===== config.mk =====
export PLATFORM = sky130hd
export DESIGN_NAME = phase_addr_gen_flat
export DESIGN_NICKNAME = d
export VERILOG_FILES = /design/src/rtl/phase_addr_gen_pkg.sv /design/src/rtl/phase_addr_gen_if.sv /design/src/rtl/phase_addr_gen_burst_counter.sv /design/src/rtl/phase_addr_gen.sv /design/src/flat_wrapper.sv
export SDC_FILE = /design/constraint.sdc
export NUM_CORES = 1
export LEC_CHECK = 0
export ABC_CLOCK_PERIOD_IN_PS = 4100
export BUFFER_PORTS_ARGS = -buffer_cell sky130_fd_sc_hd__buf_2
export CAP_MARGIN = 20
export CORE_MARGIN = 2
export CORE_UTILIZATION = 42
export CTS_CLUSTER_DIAMETER = 200
export DETAILED_ROUTE_END_ITERATION = 8
export PLACE_DENSITY_LB_ADDON = 0.12
export SYNTH_ARGS = -nofsm -noshare
export SYNTH_HDL_FRONTEND = slang
export SYNTH_SLANG_ARGS = --single-unit

===== constraint.sdc =====
create_clock -name clk -period 4.1 [get_ports clk]
set_input_delay 0.205 -clock clk [delete_from_list [all_inputs] [get_ports clk]]
set_output_delay 0.205 -clock clk [all_outputs]
set_load 0.05 [all_outputs]

===== src/rtl/phase_addr_gen_pkg.sv =====
// rtl/phase_addr_gen_pkg.sv - shared types, default widths and addr2 helper for phase_addr_gen
// Contents:
//   state_t   : controller states IDLE / RUN / BURST
//   DEF_*     : default parameter values for the generator, interface and counter
//   addr2_of  : raw sum addr1 + offset; the caller truncates it to its address width
package phase_addr_gen_pkg;

  localparam int DEF_ADDRESS_WIDTH = 8;
  localparam int DEF_FRAC_WIDTH    = 8;
  localparam int DEF_BURST_WIDTH   = 16;

  typedef enum logic [1:0] {
    IDLE  = 2'd0,
    RUN   = 2'd1,
    BURST = 2'd2
  } state_t;

  // Returned at full width; truncating to the ROM address width gives the
  // modulo-2^ADDRESS_WIDTH wraparound.
  function automatic logic [31:0] addr2_of(input logic [31:0] addr1,
                                           input logic [31:0] offset);
    return addr1 + offset;
  endfunction

endpackage


===== src/rtl/phase_addr_gen_if.sv =====
// rtl/phase_addr_gen_if.sv - control and address bus of the phase accumulator address generator
// Signals (master = controller side, slave = phase_addr_gen):
//   en, clear, cfg_load, incr, offset, burst_start, burst_len : master -> slave
//   addr1, addr2, addr_valid, wrap, busy, done                : slave -> master
interface phase_addr_gen_if
  import phase_addr_gen_pkg::*;
#(
  parameter int ADDRESS_WIDTH = DEF_ADDRESS_WIDTH,
  parameter int FRAC_WIDTH    = DEF_FRAC_WIDTH,
  parameter int BURST_WIDTH   = DEF_BURST_WIDTH
);

  logic                                en;
  logic                                clear;
  logic                                cfg_load;
  logic [ADDRESS_WIDTH+FRAC_WIDTH-1:0] incr;
  logic [ADDRESS_WIDTH-1:0]            offset;
  logic                                burst_start;
  logic [BURST_WIDTH-1:0]              burst_len;
  logic [ADDRESS_WIDTH-1:0]            addr1;
  logic [ADDRESS_WIDTH-1:0]            addr2;
  logic                                addr_valid;
  logic                                wrap;
  logic                                busy;
  logic                                done;

  modport master (
    output en, clear, cfg_load, incr, offset, burst_start, burst_len,
    input  addr1, addr2, addr_valid, wrap, busy, done
  );

  modport slave (
    input  en, clear, cfg_load, incr, offset, burst_start, burst_len,
    output addr1, addr2, addr_valid, wrap, busy, done
  );

endinterface


===== src/rtl/phase_addr_gen_burst_counter.sv =====
// rtl/phase_addr_gen_burst_counter.sv - loadable burst step down-counter with zero/one flags
// Ports:
//   clk, rst_n  : clock, asynchronous active-low reset
//   load_i      : load load_val_i (takes priority over dec_i)
//   load_val_i  : burst length to load
//   dec_i       : decrement by one; saturates at zero
//   zero_o      : count is zero
//   one_o       : count is one, i.e. the next decrement is the final step
module burst_counter
  import phase_addr_gen_pkg::*;
#(
  parameter int WIDTH = DEF_BURST_WIDTH
) (
  input  logic             clk,
  input  logic             rst_n,
  input  logic             load_i,
  input  logic [WIDTH-1:0] load_val_i,
  input  logic             dec_i,
  output logic             zero_o,
  output logic             one_o
);

  logic [WIDTH-1:0] cnt_q;

  always_ff @(posedge clk or negedge rst_n) begin
    if (!rst_n) begin
      cnt_q <= '0;
    end else if (load_i) begin
      cnt_q <= load_val_i;
    end else if (dec_i && (cnt_q != '0)) begin
      cnt_q <= cnt_q - WIDTH'(1);
    end
  end

  assign zero_o = (cnt_q == '0);
  assign one_o  = (cnt_q == WIDTH'(1));

endmodule


===== src/rtl/phase_addr_gen.sv =====
// rtl/phase_addr_gen.sv - phase accumulator address generator for a dual-read sine ROM
// Optional build macro PHASE_ROUND_EN: addr1 rounds the accumulator to nearest
// instead of truncating it; wrap still follows the unrounded accumulator carry.
// Ports:
//   clk, rst_n : clock, asynchronous active-low reset
//   bus        : phase_addr_gen_if slave; controls in, addr1/addr2/addr_valid/wrap/busy/done out
module phase_addr_gen
  import phase_addr_gen_pkg::*;
#(
  parameter int ADDRESS_WIDTH = DEF_ADDRESS_WIDTH,
  parameter int FRAC_WIDTH    = DEF_FRAC_WIDTH,
  parameter int BURST_WIDTH   = DEF_BURST_WIDTH
) (
  input  logic             clk,
  input  logic             rst_n,
  phase_addr_gen_if.slave  bus
);

  localparam int ACC_W = ADDRESS_WIDTH + FRAC_WIDTH;

  state_t                   state_q, state_d;
  logic [ACC_W-1:0]         acc_q, acc_d;
  logic [ACC_W-1:0]         incr_q, incr_d;
  logic [ADDRESS_WIDTH-1:0] offset_q, offset_d;
  logic [ADDRESS_WIDTH-1:0] addr1_q, addr1_d;
  logic [ADDRESS_WIDTH-1:0] addr2_q, addr2_d;
  logic                     valid_q, wrap_q, done_q, done_d;
  logic [ACC_W-1:0]         step_sum;
  logic                     step_carry;
  logic                     adv;
  logic                     burst_load;
  logic                     cnt_zero, cnt_one;

  burst_counter #(.WIDTH(BURST_WIDTH)) u_burst_counter (
    .clk        (clk),
    .rst_n      (rst_n),
    .load_i     (burst_load),
    .load_val_i (bus.burst_len),
    .dec_i      (adv && (state_q == BURST)),
    .zero_o     (cnt_zero),
    .one_o      (cnt_one)
  );

  // The step always uses the registered tuning word, so a coincident
  // cfg_load only takes effect from the following step.
  assign {step_carry, step_sum} = {1'b0, acc_q} + {1'b0, incr_q};

  // adv is a step that actually lands; clear suppresses it, and in BURST a
  // suppressed step neither counts down nor ends the burst.
  always_comb begin
    state_d    = state_q;
    adv        = 1'b0;
    burst_load = 1'b0;
    done_d     = 1'b0;
    case (state_q)
      IDLE: begin
        if (bus.burst_start && (bus.burst_len != '0)) begin
          state_d    = BURST;
          burst_load = 1'b1;
        end else if (bus.en) begin
          state_d = RUN;
        end
      end
      RUN: begin
        if (!bus.en) begin
          state_d = IDLE;
        end else if (!bus.clear) begin
          adv = 1'b1;
        end
      end
      BURST: begin
        if (cnt_zero) begin
          state_d = IDLE;
        end else if (!bus.clear) begin
          adv = 1'b1;
          if (cnt_one) begin
            state_d = IDLE;
            done_d  = 1'b1;
          end
        end
      end
      default: state_d = IDLE;
    endcase
  end

  assign incr_d   = bus.cfg_load ? bus.incr   : incr_q;
  assign offset_d = bus.cfg_load ? bus.offset : offset_q;
  assign acc_d    = bus.clear ? '0 : (adv ? step_sum : acc_q);

`ifdef PHASE_ROUND_EN
  localparam logic [ACC_W-1:0] HALF_LSB = ACC_W'(2 ** (FRAC_WIDTH - 1));
  logic [ACC_W-1:0] acc_rnd;
  assign acc_rnd = acc_d + HALF_LSB;
  assign addr1_d = acc_rnd[ACC_W-1:FRAC_WIDTH];
`else
  assign addr1_d = acc_d[ACC_W-1:FRAC_WIDTH];
`endif

  // addr2 tracks addr1 + offset on every edge, so a new offset shows up
  // immediately even when no step happens.
  assign addr2_d = ADDRESS_WIDTH'(addr2_of(32'(addr1_d), 32'(offset_d)));

  always_ff @(posedge clk or negedge rst_n) begin
    if (!rst_n) begin
      state_q  <= IDLE;
      acc_q    <= '0;
      incr_q   <= '0;
      offset_q <= '0;
      addr1_q  <= '0;
      addr2_q  <= '0;
      valid_q  <= 1'b0;
      wrap_q   <= 1'b0;
      done_q   <= 1'b0;
    end else begin
      state_q  <= state_d;
      acc_q    <= acc_d;
      incr_q   <= incr_d;
      offset_q <= offset_d;
      addr1_q  <= addr1_d;
      addr2_q  <= addr2_d;
      valid_q  <= adv;
      wrap_q   <= adv && step_carry;
      done_q   <= done_d;
    end
  end

  assign bus.addr1      = addr1_q;
  assign bus.addr2      = addr2_q;
  assign bus.addr_valid = valid_q;
  assign bus.wrap       = wrap_q;
  assign bus.busy       = (state_q != IDLE);
  assign bus.done       = done_q;

endmodule


===== src/flat_wrapper.sv =====
// flat-port wrapper written by rule: the top's interface ports become plain ports
module phase_addr_gen_flat import phase_addr_gen_pkg::*;
#(
  parameter int ADDRESS_WIDTH = DEF_ADDRESS_WIDTH,
  parameter int FRAC_WIDTH    = DEF_FRAC_WIDTH,
  parameter int BURST_WIDTH   = DEF_BURST_WIDTH
)
  (clk, rst_n, bus_en, bus_clear, bus_cfg_load, bus_incr, bus_offset, bus_burst_start, bus_burst_len, bus_addr1, bus_addr2, bus_addr_valid, bus_wrap, bus_busy, bus_done);
  phase_addr_gen_if #(.ADDRESS_WIDTH(ADDRESS_WIDTH), .FRAC_WIDTH(FRAC_WIDTH), .BURST_WIDTH(BURST_WIDTH)) bus_i ();
  input  logic clk;
  input  logic rst_n;
  input wire logic [$bits(bus_i.en)-1:0] bus_en;
  input wire logic [$bits(bus_i.clear)-1:0] bus_clear;
  input wire logic [$bits(bus_i.cfg_load)-1:0] bus_cfg_load;
  input wire logic [$bits(bus_i.incr)-1:0] bus_incr;
  input wire logic [$bits(bus_i.offset)-1:0] bus_offset;
  input wire logic [$bits(bus_i.burst_start)-1:0] bus_burst_start;
  input wire logic [$bits(bus_i.burst_len)-1:0] bus_burst_len;
  output wire logic [$bits(bus_i.addr1)-1:0] bus_addr1;
  output wire logic [$bits(bus_i.addr2)-1:0] bus_addr2;
  output wire logic [$bits(bus_i.addr_valid)-1:0] bus_addr_valid;
  output wire logic [$bits(bus_i.wrap)-1:0] bus_wrap;
  output wire logic [$bits(bus_i.busy)-1:0] bus_busy;
  output wire logic [$bits(bus_i.done)-1:0] bus_done;
  assign bus_i.en = bus_en;
  assign bus_i.clear = bus_clear;
  assign bus_i.cfg_load = bus_cfg_load;
  assign bus_i.incr = bus_incr;
  assign bus_i.offset = bus_offset;
  assign bus_i.burst_start = bus_burst_start;
  assign bus_i.burst_len = bus_burst_len;
  assign bus_addr1 = bus_i.addr1;
  assign bus_addr2 = bus_i.addr2;
  assign bus_addr_valid = bus_i.addr_valid;
  assign bus_wrap = bus_i.wrap;
  assign bus_busy = bus_i.busy;
  assign bus_done = bus_i.done;
  phase_addr_gen #(.ADDRESS_WIDTH(ADDRESS_WIDTH), .FRAC_WIDTH(FRAC_WIDTH), .BURST_WIDTH(BURST_WIDTH)) u_core (.clk(clk), .rst_n(rst_n), .bus(bus_i));
endmodule

Word-level counts from Yosys, hierarchy flattened
Cells that the tools add are included.
- register bits after elaboration: 69
- bits in latches: 0
- memory bits (writable): 0
- ROM bits: 0
- input port bits: 46
- memories: 0
- add/subtract/negate cells: 3
- multiply operators: 0
- divide/modulo/power cells: 0
- $lt $le $gt $ge: 0
- equal/unequal tests: 7
- shift-type cells: 0
- multiplexer cells: 22
- bitwise gates (word level): 0
- reductions and logical operators: 12
- operator list (cell ; count):
    $mux W16 ; 4
    $reduce_bool A16 Y1 ; 2
    $add A16 B16 Y17 ; 1
    $eq A16 B1 Y1 const B ; 1
    $logic_not A16 Y1 ; 1
    $sub A16 B1 Y16 const B ; 1
    $mux W2 ; 6
    $mux W1 ; 9
    $add A8 B8 Y8 ; 1
    $mux W8 ; 1
    $ne A3 B2 Y1 const B ; 2
    $pmux W2 S3 ; 1
    $reduce_bool A2 Y1 ; 3
    $logic_and A1 B1 Y1 ; 4
    $reduce_and A4 Y1 ; 1
    $ne A3 B1 Y1 const B ; 1
    $eq A2 B1 Y1 const B ; 1
    $eq A2 B2 Y1 const B ; 1
    $logic_not A2 Y1 ; 1
    $ne A2 B2 Y1 const B ; 1
    $pmux W1 S2 ; 1

Longest topological paths before layout
- depth after elaboration: 7
- depth in mapped cells: 17
- depth with buffers taken out: 16

By module
A second synthesis with hierarchy kept.
- cell total of the unflattened synthesis: 451
- area total of the unflattened synthesis: 4319.1 sq um
- by module, submodules not included (module ; instances ; cells each ; area each (sq um)):
    phase_addr_gen ; 1 ; 331 ; 3290.7
    burst_counter ; 1 ; 120 ; 1028.5

Least setup slack after synthesis
Ideal clock, no wire load.
- kind: register -> register
- start: register u_core.u_burst_counter.cnt_q[6]
- end: register u_core.addr2_q[7], in the netlist u_core.bus.addr2[7]
- setup time: 80 ps
- arrival time: 3371 ps
- required time: 4020 ps
- path slack: 649 ps
- stages on the path, launching flop included: 14
- clock period less this slack: 3451 ps
- path through: dfrtp_1 > or4_4 > nor4b_4 > a21oi_2 > a41o_1 > buf_2 > o21ai_0 > ha_1 > a21o_1 > a21oi_1 > o21ai_0 > o41ai_1 > xor2_1 > xnor2_1
- cells in the longest elaborated chain, start to end: 6
- RTL lines (element ; RTL line ; source):
    start, declared ; phase_addr_gen_burst_counter.sv:23 ; logic [WIDTH-1:0] cnt_q;
    start signal, assigned ; phase_addr_gen_burst_counter.sv:29 ; cnt_q <= load_val_i;
    start signal, assigned ; phase_addr_gen_burst_counter.sv:31 ; cnt_q <= cnt_q - WIDTH'(1);
    $logic_not A16 Y1 ; phase_addr_gen_burst_counter.sv:35 ; assign zero_o = (cnt_q == '0);
    $mux W1 ; phase_addr_gen.sv:72 ; if (cnt_zero) begin
    $pmux W1 S2 ; phase_addr_gen.sv:55 ; case (state_q)
    net u_core.adv ; phase_addr_gen.sv:30 ; logic adv;
    $mux W16 (2 in series) ; phase_addr_gen.sv:88 ; assign acc_d = bus.clear ? '0 : (adv ? step_sum : acc_q);
    net u_core.acc_d[9] ; phase_addr_gen.sv:22 ; logic [ACC_W-1:0] acc_q, acc_d;
    $add A8 B8 Y8 ; phase_addr_gen_pkg.sv:22 ; return addr1 + offset;
    net u_core.addr2_d[7] ; phase_addr_gen.sv:26 ; logic [ADDRESS_WIDTH-1:0] addr2_q, addr2_d;
    end signal, assigned ; phase_addr_gen.sv:120 ; addr2_q <= addr2_d;
    end, declared ; phase_addr_gen.sv:26 ;
The timed path passes the listed nets, and every way through them passes these cells. The select of a mux whose other input is x is not followed.
A chain may end at the register's enable or synchronous reset.

Worst setup path after layout
- start: register u_core.incr_q[0]
- end: register u_core.addr2_q[7], in the netlist u_core.bus.addr2[7]
- cells in the longest elaborated chain, start to end: 4
- RTL lines (element ; RTL line ; source):
    start, declared ; phase_addr_gen.sv:23 ; logic [ACC_W-1:0] incr_q, incr_d;
    start signal, assigned ; phase_addr_gen.sv:117 ; incr_q <= incr_d;
    $add A16 B16 Y17 ; phase_addr_gen.sv:46 ; assign {step_carry, step_sum} = {1'b0, acc_q} + {1'b0, incr_q};
    $mux W16 (2 in series) ; phase_addr_gen.sv:88 ;
    net u_core.acc_d[10] ; phase_addr_gen.sv:22 ;
    $add A8 B8 Y8 ; phase_addr_gen_pkg.sv:22 ;
    net u_core.addr2_d[7] ; phase_addr_gen.sv:26 ;
The timed path passes the listed nets, and every way through them passes these cells. The select of a mux whose other input is x is not followed.

==> flow_metrics.tcl <==
set metrics [dict create \
    fmax_mhz 274 \
    finalInstanceArea_sq_um 4470 \
    worst-path-buf-inv 0 \
    clockBufferDepth 2 \
    dp_slack_ps 445 \
    boundaryPins 66 \
    hpwlAfterDp_mm 6.07 \
    layout_commonest_cell "dfrtp_1" \
    first_pass_iters 4 \
    numCtsBuffers 9 \
    met2WireLength_mm 3.70 \
    wl_per_cell_um 14.7 \
    reg2reg_from "u_core.incr_q[0]$_DFFE_PN0P_" \
    synth_edf_count 0 \
    nets 501 \
    required_ps 4370 \
    crit_fanout 3 \
    routed.top_layer "met4" \
    tns_ps 0 \
    holdPathEnd "u_core.incr_q[3]$_DFFE_PN0P_" \
    overflow 0 \
    rows 35 \
    synthCells 362 \
    path_class "reg2reg" \
    min_period_over_period_pct 89.0 \
    p_per_area_nw_per_um2 654 \
    antenna_found_initial 0 \
    slew_headroom_pct 36.4 \
    cts_tree "built" \
    dpl-instance-area_sq_um 4260 \
    drive_gt1_share_pct 26.3 \
    grt.total_usage_pct 17.2 \
    reg2reg_slack_ps 450 \
    final_cell_mix "dfrtp_1, buf_2, a21oi_1, nor2_1, ha_1" \
    hp-start "bus_incr[3]" \
    initial_core_util_pct 42.5 \
    crit_family "compound AO/OA/AOI/OAI gates" \
    hp-class "in2reg" \
    crit_path_top_delay_cell "fa_1" \
    reg2reg_to "u_core.bus.addr2[7]$_DFF_PN0_" \
    p_total_uw 2920 \
    cp.arrival_ps 3920 \
    die_x_um 100 \
    critPathMaxStageDelay_ps 430 \
    wl_met3_um 278 \
    syn_to_final_growth_pct 15.3 \
    post_cts_buffers 0 \
    finalWirelength_mm 7.97 \
    cap_violations 0 \
    final-hold-violation-count 0 \
    grt_max_degree 39 \
    rsz0062_at_grt "no" \
    rr_worst_depth 15 \
    postCtsResizedCells 0 \
    die_area_sq_um 10000 \
    fin_hold_ws_ps 90.1 \
    core_sq_um 9110 \
    fin_crit_ps 3650 \
    place.port_buffers 65 \
    grt_pass1_vias 2814 \
    end_kind "flop" \
    synth_cell_types 48 \
    cts.sinks 69 \
    yosys_warnings 0 \
    htree_levels 3 \
    detail-route-antenna-nets 0 \
    ys.flop_type "dfrtp_1" \
    worstPathCellList "ha_1, fa_1, a211oi_1, o21ai_0, nand4_1, a21oi_1, nor2_1, xnor2_1, a22o_1, ha_1, a21oi_1, o21ai_0, o41ai_1, xor2_1, xnor2_1" \
    power.leakage_uw 0.00207 \
    insertion_delay_ps 340 \
    holdBufCountCts 1 \
    finalSetupViolations 0 \
    ys_ff_latch 69 \
    vdd_ir_drop_max_v 0.000229 \
    die_y_um 100 \
    drt-met1-wl_mm 3.88 \
    final_max_slew_viol_count 0 \
    grt_first_pass_wirelength_mm 13.6 \
    yosysSeqAreaShare_pct 44.6 \
    drt_first_iter_violations 98 \
    hold_path_depth 2 \
    synth-async-reset-ratio_pct 100 \
    synth_area_sq_um 3870 \
    path_clk_slew_ps 70 \
    vias 2875 \
    via_per_inst 5.31 \
    setup_ws_ps 450 \
    root_buffer "clkbuf_8" \
    tightest_slew_ps 952 \
    status "finished, final reports clean" \
    remaining_drc_errors 0 \
    synth_fp_nets 438 \
    avgSynthCellArea_sq_um 10.7 \
    startpoint_type "flop" \
    antennaDiodeCount 0 \
    gp_congestion 0.824 \
    fin_worst_skew_ps 8.35 \
]
## layout make-up
type / count / area [sq um]
well taps: 111 / 139
flip-flops and latches: 69 / 1730
fillers: 898 / 4640
inverters: 12 / 45.0
clock inverters: 4 / 47.5
repair buffers: 69 / 358
clock buffers: 12 / 145
multi-input cells: 264 / 2010
## cells in the mapped netlist (2+ instances only)
master	number	share of area, %
buf_2	3	0.39
fa_1	2	1.0
nand2_1	13	1.3
buf_4	8	1.5
nor4_1	5	0.81
o21a_1	2	0.39
a21oi_1	36	4.6
nand3_1	5	0.65
o21ai_0	12	1.5
nor2_1	30	2.9
o41ai_1	2	0.45
nand3b_1	2	0.39
nor4b_1	2	0.45
o211ai_1	2	0.39
a22o_1	13	2.9
nor3_1	11	1.4
ha_1	28	9.0
xnor2_1	25	5.7
a211oi_1	4	0.77
mux2_2	24	7.0
a21o_1	6	1.2
dfrtp_1	69	45
clkbuf_1	6	0.58
nand4_1	3	0.48
xor2_1	10	2.3
nand2b_1	2	0.32
a31oi_1	2	0.32
inv_1	12	1.2
o21bai_1	3	0.58
nor3b_1	2	0.39
## worst reg2reg max path: stages (launching register included)
cell and delay [ps]:
dfrtp_1 380, ha_1 250, fa_1 430, a211oi_1 310, o21ai_0 220, nand4_1 160, a21oi_1 80, nor2_1 120
xnor2_1 70, a22o_1 210, ha_1 320, a21oi_1 210, o21ai_0 160, o41ai_1 330, xor2_1 210, xnor2_1 130
## logic make-up after synthesis
family / after synthesis / synth area share, %
compound gates: 90 / 15.0
simple gates: 84 / 11.6
flops: 69 / 44.6
xor+xnor: 35 / 7.91
fa+ha+maj: 30 / 10.1
buf+inv: 29 / 3.68
mux: 25 / 7.23
## worst max-delay path by stage
| stage | cells past startpoint | endpoint | start | slack, ps |
|---|---|---|---|---|
| after detailed placement | 15 | u_core.bus.addr2[7]$_DFF_PN0_ | u_core.incr_q[0]$_DFFE_PN0P_ | 440 |
| after global routing | 14 | u_core.bus.addr2[7]$_DFF_PN0_ | u_core.incr_q[1]$_DFFE_PN0P_ | 160 |
| final | 15 | u_core.bus.addr2[7]$_DFF_PN0_ | u_core.incr_q[0]$_DFFE_PN0P_ | 450 |
| after global placement | 15 | u_core.bus.addr2[7]$_DFF_PN0_ | u_core.incr_q[0]$_DFFE_PN0P_ | 530 |
| after floorplan | 13 | u_core.bus.addr2[7]$_DFF_PN0_ | u_core.u_burst_counter.cnt_q[6]$_DFFE_PN0P_ | 650 |
| after CTS | 15 | u_core.bus.addr2[7]$_DFF_PN0_ | u_core.incr_q[0]$_DFFE_PN0P_ | 420 |
## per-layer routing
| metal | track usage [%] | vias up |
|---|---|---|
| met5 | 0 | - |
| met4 | 6.32 | 0 |
| met3 | 3.06 | 12 |
| met2 | 26.8 | 50 |
| met1 | 24.2 | 1385 |
| li1 | - | 1428 |
## flip-flops by register name (all words and copies together), names as in the netlist
name                          cells
u_core.incr_q                    16
u_core.bus.done                   1
u_core.offset_q                   8
u_core.state_q                    2
u_core.acc_q                     16
u_core.bus.addr2                  8
u_core.u_burst_counter.cnt_q     16
u_core.bus.addr_valid             1
u_core.bus.wrap                   1
## metrics by stage
| step | utilization, % | cells |
|---|---|---|
| 3_5_place_dp | 46.8 | 524 |
| 6_report | 49.0 | 541 |
| 3_3_place_gp | 46.8 | 524 |
| 5_1_grt | 49.0 | 541 |
| 2_1_floorplan | - | 362 |
| 4_1_cts | 49.0 | 541 |
## where the power goes
group / switching, uW / internal (uW) / leakage (uW)
Combinational: 816 / 516 / 0.00114
Clock: 247 / 296 / 0.0000964
Sequential: 164 / 884 / 0.000838
No activity file was read; power rests on OpenSTA's default activity.
